<file path="src/rtl/traffic_pkg.sv">
// Shared phase encodings, lamp bit indices and the legal-transition rule for the
// intersection controller and its signal heads.
package traffic_pkg;

   typedef enum logic [2:0] {
      PhYellow      = 3'd0,
      PhYellowBlink = 3'd1,
      PhGreen       = 3'd2,
      PhGreenBlink  = 3'd3,
      PhRed         = 3'd4,
      PhRedYellow   = 3'd5,
      PhCrosswalk   = 3'd6,
      PhInvalid     = 3'd7
   } phase_e;

   localparam int unsigned LampCarRed    = 0;
   localparam int unsigned LampCarYellow = 1;
   localparam int unsigned LampCarGreen  = 2;
   localparam int unsigned LampPedRed    = 3;
   localparam int unsigned LampPedGreen  = 4;
   localparam int unsigned NumLamps      = 5;

   // Any phase may fall back to flashing yellow; otherwise only the ring order is allowed.
   function automatic logic legal_transition(input logic [2:0] from_ph, input logic [2:0] to_ph);
      logic ok;
      ok = (to_ph == PhYellowBlink);
      if (from_ph == PhYellowBlink && to_ph == PhGreen)     ok = 1'b1;
      if (from_ph == PhGreen       && to_ph == PhGreenBlink) ok = 1'b1;
      if (from_ph == PhGreenBlink  && to_ph == PhYellow)    ok = 1'b1;
      if (from_ph == PhYellow      && to_ph == PhRed)       ok = 1'b1;
      if (from_ph == PhRed         && to_ph == PhRedYellow) ok = 1'b1;
      if (from_ph == PhRed         && to_ph == PhCrosswalk) ok = 1'b1;
      if (from_ph == PhCrosswalk   && to_ph == PhRedYellow) ok = 1'b1;
      if (from_ph == PhRedYellow   && to_ph == PhGreen)     ok = 1'b1;
      return ok;
   endfunction

endpackage

</file>
<file path="src/rtl/signal_head_driver_if.sv">
// Phase input and lamp/fault outputs between the phase controller and a signal head.
interface signal_head_driver_if;
   logic [2:0] phase;
   logic       car_red;
   logic       car_yellow;
   logic       car_green;
   logic       ped_red;
   logic       ped_green;
   logic       fault;
   logic [2:0] fault_phase;

   modport master (
      output phase,
      input  car_red, car_yellow, car_green, ped_red, ped_green, fault, fault_phase
   );

   modport slave (
      input  phase,
      output car_red, car_yellow, car_green, ped_red, ped_green, fault, fault_phase
   );
endinterface

</file>
<file path="src/rtl/blink_gen.sv">
// Blink cadence generator: BLINK_HALF cycles lit, BLINK_HALF dark, restartable lit.
module blink_gen #(
   parameter int unsigned BLINK_HALF = 2
) (
   input  logic clk,
   input  logic reset,
   input  logic i_chg,
   input  logic i_fault_new,
   input  logic i_free_run,
   output logic o_blink_nx
);

   localparam logic [7:0] HalfM1 = 8'(BLINK_HALF - 1);

   logic [7:0] r_blink_cnt;
   logic [7:0] w_cnt_nx;
   logic       r_blink_on;

   // A phase change restarts the cadence unless free-running; a new fault always does.
   always_comb begin
      w_cnt_nx   = r_blink_cnt + 8'd1;
      o_blink_nx = r_blink_on;
      if (i_fault_new || (i_chg && !i_free_run)) begin
         w_cnt_nx   = '0;
         o_blink_nx = 1'b1;
      end else if (r_blink_cnt == HalfM1) begin
         w_cnt_nx   = '0;
         o_blink_nx = !r_blink_on;
      end
   end

   always_ff @(posedge clk) begin
      if (reset) begin
         r_blink_cnt <= '0;
         r_blink_on  <= 1'b1;
      end else begin
         r_blink_cnt <= w_cnt_nx;
         r_blink_on  <= o_blink_nx;
      end
   end

endmodule

</file>
<file path="src/rtl/signal_head_driver.sv">
// Decodes the controller phase code into registered car/pedestrian lamps with a latched
// flashing-yellow fault mode. Define SIGNAL_HEAD_TRANSITION_CHECK_EN to also fault on illegal moves.
module signal_head_driver
   import traffic_pkg::*;
#(
   parameter int unsigned BLINK_HALF = 2
) (
   input logic                 clk,
   input logic                 reset,
   signal_head_driver_if.slave bus
);

   logic [2:0]          r_phase_q;
   logic                r_fault;
   logic [2:0]          r_fault_phase;
   logic [NumLamps-1:0] r_lamps;
   logic [NumLamps-1:0] w_lamps;
   logic                w_chg;
   logic                w_illegal;
   logic                w_fault_new;
   logic                w_blink_nx;

   assign w_chg = (bus.phase != r_phase_q);

`ifdef SIGNAL_HEAD_TRANSITION_CHECK_EN
   assign w_illegal = w_chg && !legal_transition(r_phase_q, bus.phase);
`else
   assign w_illegal = 1'b0;
`endif

   assign w_fault_new = !r_fault && ((bus.phase == PhInvalid) || w_illegal);

   blink_gen #(
      .BLINK_HALF (BLINK_HALF)
   ) u_blink_gen (
      .clk         (clk),
      .reset       (reset),
      .i_chg       (w_chg),
      .i_fault_new (w_fault_new),
      .i_free_run  (r_fault),
      .o_blink_nx  (w_blink_nx)
   );

   always_comb begin
      w_lamps = '0;
      if (r_fault || w_fault_new) begin
         w_lamps[LampCarYellow] = w_blink_nx;
      end else begin
         case (bus.phase)
            PhYellow: begin
               w_lamps[LampCarYellow] = 1'b1;
               w_lamps[LampPedRed]    = 1'b1;
            end
            PhYellowBlink: w_lamps[LampCarYellow] = w_blink_nx;
            PhGreen: begin
               w_lamps[LampCarGreen] = 1'b1;
               w_lamps[LampPedRed]   = 1'b1;
            end
            PhGreenBlink: begin
               w_lamps[LampCarGreen] = w_blink_nx;
               w_lamps[LampPedRed]   = 1'b1;
            end
            PhRed: begin
               w_lamps[LampCarRed] = 1'b1;
               w_lamps[LampPedRed] = 1'b1;
            end
            PhRedYellow: begin
               w_lamps[LampCarRed]    = 1'b1;
               w_lamps[LampCarYellow] = 1'b1;
               w_lamps[LampPedRed]    = 1'b1;
            end
            PhCrosswalk: begin
               w_lamps[LampCarRed]   = 1'b1;
               w_lamps[LampPedGreen] = 1'b1;
            end
            default: w_lamps = '0;
         endcase
      end
   end

   always_ff @(posedge clk) begin
      if (reset) begin
         r_phase_q     <= PhYellowBlink;
         r_fault       <= 1'b0;
         r_fault_phase <= '0;
         r_lamps       <= '0;
      end else begin
         r_phase_q <= bus.phase;
         r_lamps   <= w_lamps;
         if (w_fault_new) begin
            r_fault       <= 1'b1;
            r_fault_phase <= bus.phase;
         end
      end
   end

   assign bus.car_red     = r_lamps[LampCarRed];
   assign bus.car_yellow  = r_lamps[LampCarYellow];
   assign bus.car_green   = r_lamps[LampCarGreen];
   assign bus.ped_red     = r_lamps[LampPedRed];
   assign bus.ped_green   = r_lamps[LampPedGreen];
   assign bus.fault       = r_fault;
   assign bus.fault_phase = r_fault_phase;

endmodule

</file>
<file path="src/flat_wrapper.sv">
// flat-port wrapper written by rule: the top's interface ports become plain ports
module signal_head_driver_flat import traffic_pkg::*;
#(
   parameter int unsigned BLINK_HALF = 2
)
  (clk, reset, bus_phase, bus_car_red, bus_car_yellow, bus_car_green, bus_ped_red, bus_ped_green, bus_fault, bus_fault_phase);
  signal_head_driver_if bus_i ();
  input logic clk;
  input logic reset;
  input wire logic [$bits(bus_i.phase)-1:0] bus_phase;
  output wire logic [$bits(bus_i.car_red)-1:0] bus_car_red;
  output wire logic [$bits(bus_i.car_yellow)-1:0] bus_car_yellow;
  output wire logic [$bits(bus_i.car_green)-1:0] bus_car_green;
  output wire logic [$bits(bus_i.ped_red)-1:0] bus_ped_red;
  output wire logic [$bits(bus_i.ped_green)-1:0] bus_ped_green;
  output wire logic [$bits(bus_i.fault)-1:0] bus_fault;
  output wire logic [$bits(bus_i.fault_phase)-1:0] bus_fault_phase;
  assign bus_i.phase = bus_phase;
  assign bus_car_red = bus_i.car_red;
  assign bus_car_yellow = bus_i.car_yellow;
  assign bus_car_green = bus_i.car_green;
  assign bus_ped_red = bus_i.ped_red;
  assign bus_ped_green = bus_i.ped_green;
  assign bus_fault = bus_i.fault;
  assign bus_fault_phase = bus_i.fault_phase;
  signal_head_driver #(.BLINK_HALF(BLINK_HALF)) u_core (.clk(clk), .reset(reset), .bus(bus_i));
endmodule
</file>
<file path="config.mk">
export PLATFORM = sky130hd
export DESIGN_NAME = signal_head_driver_flat
export DESIGN_NICKNAME = d
export VERILOG_FILES = /design/src/rtl/traffic_pkg.sv /design/src/rtl/signal_head_driver_if.sv /design/src/rtl/blink_gen.sv /design/src/rtl/signal_head_driver.sv /design/src/flat_wrapper.sv
export SDC_FILE = /design/constraint.sdc
export NUM_CORES = 1
export LEC_CHECK = 0
export ABC_AREA = 1
export BUFFER_PORTS_ARGS = -buffer_cell sky130_fd_sc_hd__buf_4
export CORE_UTILIZATION = 55
export DETAILED_ROUTE_END_ITERATION = 12
export GPL_TIMING_DRIVEN = 0
export PLACE_DENSITY = 0.78
export REMOVE_ABC_BUFFERS = 1
export SYNTH_ARGS = -nofsm -noshare
export SYNTH_HDL_FRONTEND = slang
export SYNTH_SLANG_ARGS = --single-unit
</file>
<file path="constraint.sdc">
create_clock -name clk -period 2 [get_ports clk]
set_input_delay 0.5 -clock clk [delete_from_list [all_inputs] [get_ports clk]]
set_output_delay 0.5 -clock clk [all_outputs]
set_load 0.02 [all_outputs]
</file>
* Yosys cells after proc, flatten, opt, wreduce, memory -nomap -nowiden
Cells that the tools add are included. Widths: inputs -> output; s select.
Word-level totals: bits in registers 21, bits of input ports 5, output and inout bits 9, word-level logic and storage cells 37
Cells by class: add/sub/neg operators 1, equality and inequality tests 9, multiplexer cells 8, reduce and logical (&&, ||, !) cells 12
Operators by type and width (count):
- $eq 3x3->1 const B | 4
- $add 8x1->8 const B | 1
- $eq 8x1->1 const B | 1
- $eq 3x2->1 const B | 2
- $mux 1 | 6
- $reduce_or 3->1 | 2
- $reduce_or 5->1 | 1
- $pmux 1 s2 | 2
- $reduce_or 2->1 | 2
- $eq 3x1->1 const B | 1
- $logic_not 3->1 | 1
- $ne 3x3->1 | 1
- $logic_and 1x1->1 | 2
- $logic_not 1->1 | 2
- $logic_or 1x1->1 | 2

* Depth between registers and ports, before layout
word-level depth 6, depth in mapped cells 10, gate-level depth less buffers 10

* Modules after synthesis
A second synthesis with hierarchy kept.
Unflattened totals: cells, all modules 124, area, all modules 963.4 um^2
By module, submodules not included:
- blink_gen | instances 1, cells each 67, area an instance 510.5 um^2, sequential area each 180.2 um^2
- signal_head_driver | instances 1, cells each 57, area an instance 452.9 um^2, sequential area each 240.2 um^2

* Worst setup path after synthesis
Ideal clock, no wire load.
kind input -> register, start in bus_phase[0], end reg u_core.r_lamps[2], library setup time 113 ps, arrival 1167 ps, required time 1887 ps, setup slack 720 ps, stages on the path 7, buffers on the path 1, cells stage by stage clkbuf_2 -> o21ai_0 -> nand2_1 -> nand2_2 -> nand2_1 -> o21ai_1 -> inv_1
On the way: word-level cells in the longest chain between the ends 5, elaborated cells on any way between the ends 11, those cells by class eq/ne: 4; mux: 2; reduce/logical: 5
Ends and longest elaborated chain:
- start: declaration | line flat_wrapper.sv:10 | input wire logic [$bits(bus_i.phase)-1:0] bus_phase;
- $eq 3x3->1 or $ne 3x3->1 (tied branches) | line signal_head_driver.sv:31, signal_head_driver.sv:23
- $logic_and 1x1->1, on equally long branches | line signal_head_driver.sv:31, blink_gen.sv:23
- $logic_or 1x1->1 | line blink_gen.sv:23 | if (i_fault_new || (i_chg && !i_free_run)) begin
- $mux 1 | line blink_gen.sv:23
- $pmux 1 s2 | line signal_head_driver.sv:49 | case (bus.phase)
- end signal: assignment | line signal_head_driver.sv:89 | r_lamps <= w_lamps;
- end: declaration | line signal_head_driver.sv:16 | logic [NumLamps-1:0] r_lamps;
Several ways; a longest one is shown, not always the timed one. A chain may end at the register's enable or synchronous reset.

* Final worst setup path
start reg u_core.r_fault (netlist: u_core.bus.fault), end out bus_fault
RTL lines:
- start: declaration | line signal_head_driver.sv:14 | logic r_fault;
- start signal: assignment | line signal_head_driver.sv:84 | r_fault <= 1'b0;
- start signal: assignment | line signal_head_driver.sv:91 | r_fault <= 1'b1;
- end: declaration | line flat_wrapper.sv:16 | output wire logic [$bits(bus_i.fault)-1:0] bus_fault;
No word-level cell between the ends.

==> flow_summary_export.csv <==
group,metric,value,unit
clock_tree,clk_pin_slew,110,ps
route,routedWlPerCell,10.0,um
worst_setup_path,cp_max_fo,4,
sta,whs,406,ps
pwr,leakage,0.466,nW
worst_setup_path,critPathRequiredTime,1500,ps
place,hpwl,1100,um
clock_tree,clockBufferDepth,2,
worst_setup_path,critPathBufInv,1,
route,vias,720,
clock_tree,htree_levels,1,
synth,yosys.area.top_type_share,47.7,%
clock_tree,cts_root_buffer,"clkbuf_4",
synth,netlist_top_cells_count,"nand2_1, dfxtp_1, inv_1, nor2_1, nand3_1",
floorplanning,rows,14,
sta,rsz0062_at_grt,"false",
sta,slew_headroom,77.0,%
job,max-cap-violations,0,
floorplanning,start_util,58.5,%
floorplanning,die_h,42.0,um
finish,final_nets,138,
global_route,track_usage,18.8,%
pwr,power,0.000737,W
route,met2_length,625,um
worst_setup_path,crit_type,"register to output port",
sta,finalSetupTns,0,ps
worst_setup_path,crit_family,"flip-flops",
finish,num_antenna_cells,0,
worst_setup_path,worstRegToRegCells,8,
sta,slew_viol_final,0,
clock_tree,clkSinkCount,21,
synth,syn-cell-area,881,um2
global_route,grt_max_degree,12,
sta,period_share,68.7,%
clock_tree,cts_tree,"yes",
synth,yosys.cell_count.top_type,"nand2_1",
floorplanning,io_pins,14,
synth,async_reset_ff_share,0,%
finish,num-fill-cells,133,
pwr,power_density,728,nW/um2
clock_tree,cts_resized,0,
route,wl_met1,765,um
global_route,grt_pass1_wl,2530,um
synth,synth_area_leaders,"dfxtp_1, nand2_1, inv_1, nor2_1, nand3_1",
synth,ys_warn_count,0,
synth,yosys.cell_types.count,22,
global_route,antenna_found_initial,0,
place,io_buffers,13,
floorplanning,dieWidth,42.0,um
synth,synth_edf_count,0,
synth,synth_cells,115,
sta,setup_violations,0,
route,routed.top_layer,"met4",
route,drtIter0Drc,22,
worst_setup_path,start_kind,"register",
worst_setup_path,cp-end-kind,"output port",
synth,ys_seq_area_share,47.7,%
clock_tree,numCtsBuffers,3,
clock_tree,hold_buffers,0,
synth,synth_ff_type,"dfxtp_1",
worst_setup_path,critical_path_arrival,870,ps
route,antenna_left,0,
clock_tree,clk_latency,300,ps
sta,fmax,728,MHz
global_route,grt_pass1_vias,621,
worst_setup_path,crit_path_cell_trace,"buf_4",
status,status,"finished clean",
sta,period_needed,1370,ps
route,dr.pass1.iters,4,
worst_hold_path,min_delay_path_depth,2,
floorplanning,design.core.area,1510,um2
sta,tightest_slew,342,ps
worst_setup_path,critPathCapture,"bus_fault",
worst_setup_path,critical_path.slowest_cell,"dfxtp_1",
route,wl,1460,um
worst_setup_path,path_depth,1,
finish,drive_gt1_share,18.5,%
route,drc,0,
pwr,peakVddDrop,0.000484,V
worst_setup_path,r2r_end,"u_core.u_blink_gen.r_blink_cnt[6]",
synth,synth_area_leader_cell,"dfxtp_1",
finish,area_growth,14.9,%
clock_tree,cts_setup_buffers,0,
worst_setup_path,rrSetupSlack,640,ps
global_route,grt_overflow,0,
floorplanning,fp.dieArea,1770,um2
worst_setup_path,critPathMaxStageDelay,410,ps
sta,clock_skew,2.27,ps
place,gp_congestion,0.816,
worst_setup_path,startpoint,"u_core.bus.fault",
worst_hold_path,min-delay-path-class,"primary input to register",
route,wl_met3,48,um
route,routed_via_density,4.93,
worst_setup_path,r2r_start,"u_core.u_blink_gen.r_blink_cnt[0]",
synth,synth-seq-cells,21,
sta,finalHoldViolCount,0,
synth,syn_avg_cell_area,7.66,um2
[state kept, by name, summed over array words and instances, names as in the netlist]
register and flops:
u_core.bus.fault_phase 3, u_core.bus.fault 1, u_core.r_phase_q 3, u_core.u_blink_gen.r_blink_on 1
u_core.u_blink_gen.r_blink_cnt 8, u_core.r_lamps 5
[cells by family (layout without fill, tap and decap cells)]
kind of cell,after synthesis,count (layout),share of synthesized area (%)
AND/OR/NAND/NOR,56,56,29.7
buffers and inverters,23,38,10.4
flip-flops,21,21,47.7
AO/OA/AOI/OAI,10,10,6.39
XOR/XNOR,3,3,2.98
adder cells (fa/ha/maj),2,2,2.84
[power by group]
group	switching (W)	internal, W
Combinational	0.0000568	0.0000345
Sequential	0.00000795	0.000434
Clock	0.000126	0.0000778
Total	0.000191	0.000546
[cell type report]
cell class | instances | area, um2 | area share, %
Clock buffer | 4 | 26.3 | 2.60
Inverter | 21 | 78.8 | 7.79
Multi-Input combinational cell | 71 | 369 | 36.5
Sequential cell | 21 | 420 | 41.5
Tap cell | 16 | 20.0 | 1.98
Timing Repair Buffer | 13 | 97.6 | 9.64
[placed cells by master (no fill, tap or decap)]
cell,count
inv_1,19
a21oi_1,4
clkbuf_1,1
o21ai_0,3
dfxtp_1,21
a211oi_1,1
ha_1,2
nor2_2,1
xor2_1,3
nand3_4,1
nand2_1,26
nor3_1,2
clkbuf_4,3
nor3_2,2
a21oi_2,1
nand2_2,1
inv_2,2
nand3_1,6
o21ai_1,1
nor2_1,13
buf_4,13
nand4_1,3
nor4_1,1
[worst min-delay path by stage]
stage / startpoint / endpoint / slack, ps
3_5_place_dp: u_core.bus.fault_phase[1] / u_core.bus.fault_phase[1] / 450
2_1_floorplan: u_core.u_blink_gen.r_blink_cnt[0] / u_core.u_blink_gen.r_blink_cnt[0] / 450
5_1_grt: reset / u_core.bus.fault_phase[2] / 390
3_3_place_gp: u_core.bus.fault_phase[1] / u_core.bus.fault_phase[1] / 440
6_report: reset / u_core.bus.fault_phase[2] / 410
4_1_cts: reset / u_core.bus.fault_phase[2] / 410
[through the flow]
stage | instances | cell area, um2 | setup WS, ps | utilization (%)
after floorplan | 113 | 868 | 783 | -
after global placement | 142 | 986 | 572 | 65.4
after detailed placement | 142 | 986 | 549 | 65.4
after CTS | 146 | 1010 | 628 | 67.2
after global routing | 146 | 1010 | 486 | 67.2
final | 146 | 1010 | 627 | 67.2
[worst reg2reg max path: cells and delay by family, from the launching register on]
family        cells  cell delay, ps
flops             1             430
fa+ha+maj         1             200
buf+inv           1              80
xor+xnor          1             140
simple gates      5             450
[layer usage]
layer / track usage, % / vias up
met1: 25.9 / 313
met3: 2.59 / 4
met4: 11.3 / 0
li1: - / 390
met5: 0 / -
met2: 28.1 / 13
Power figures use the tool's default switching activity.
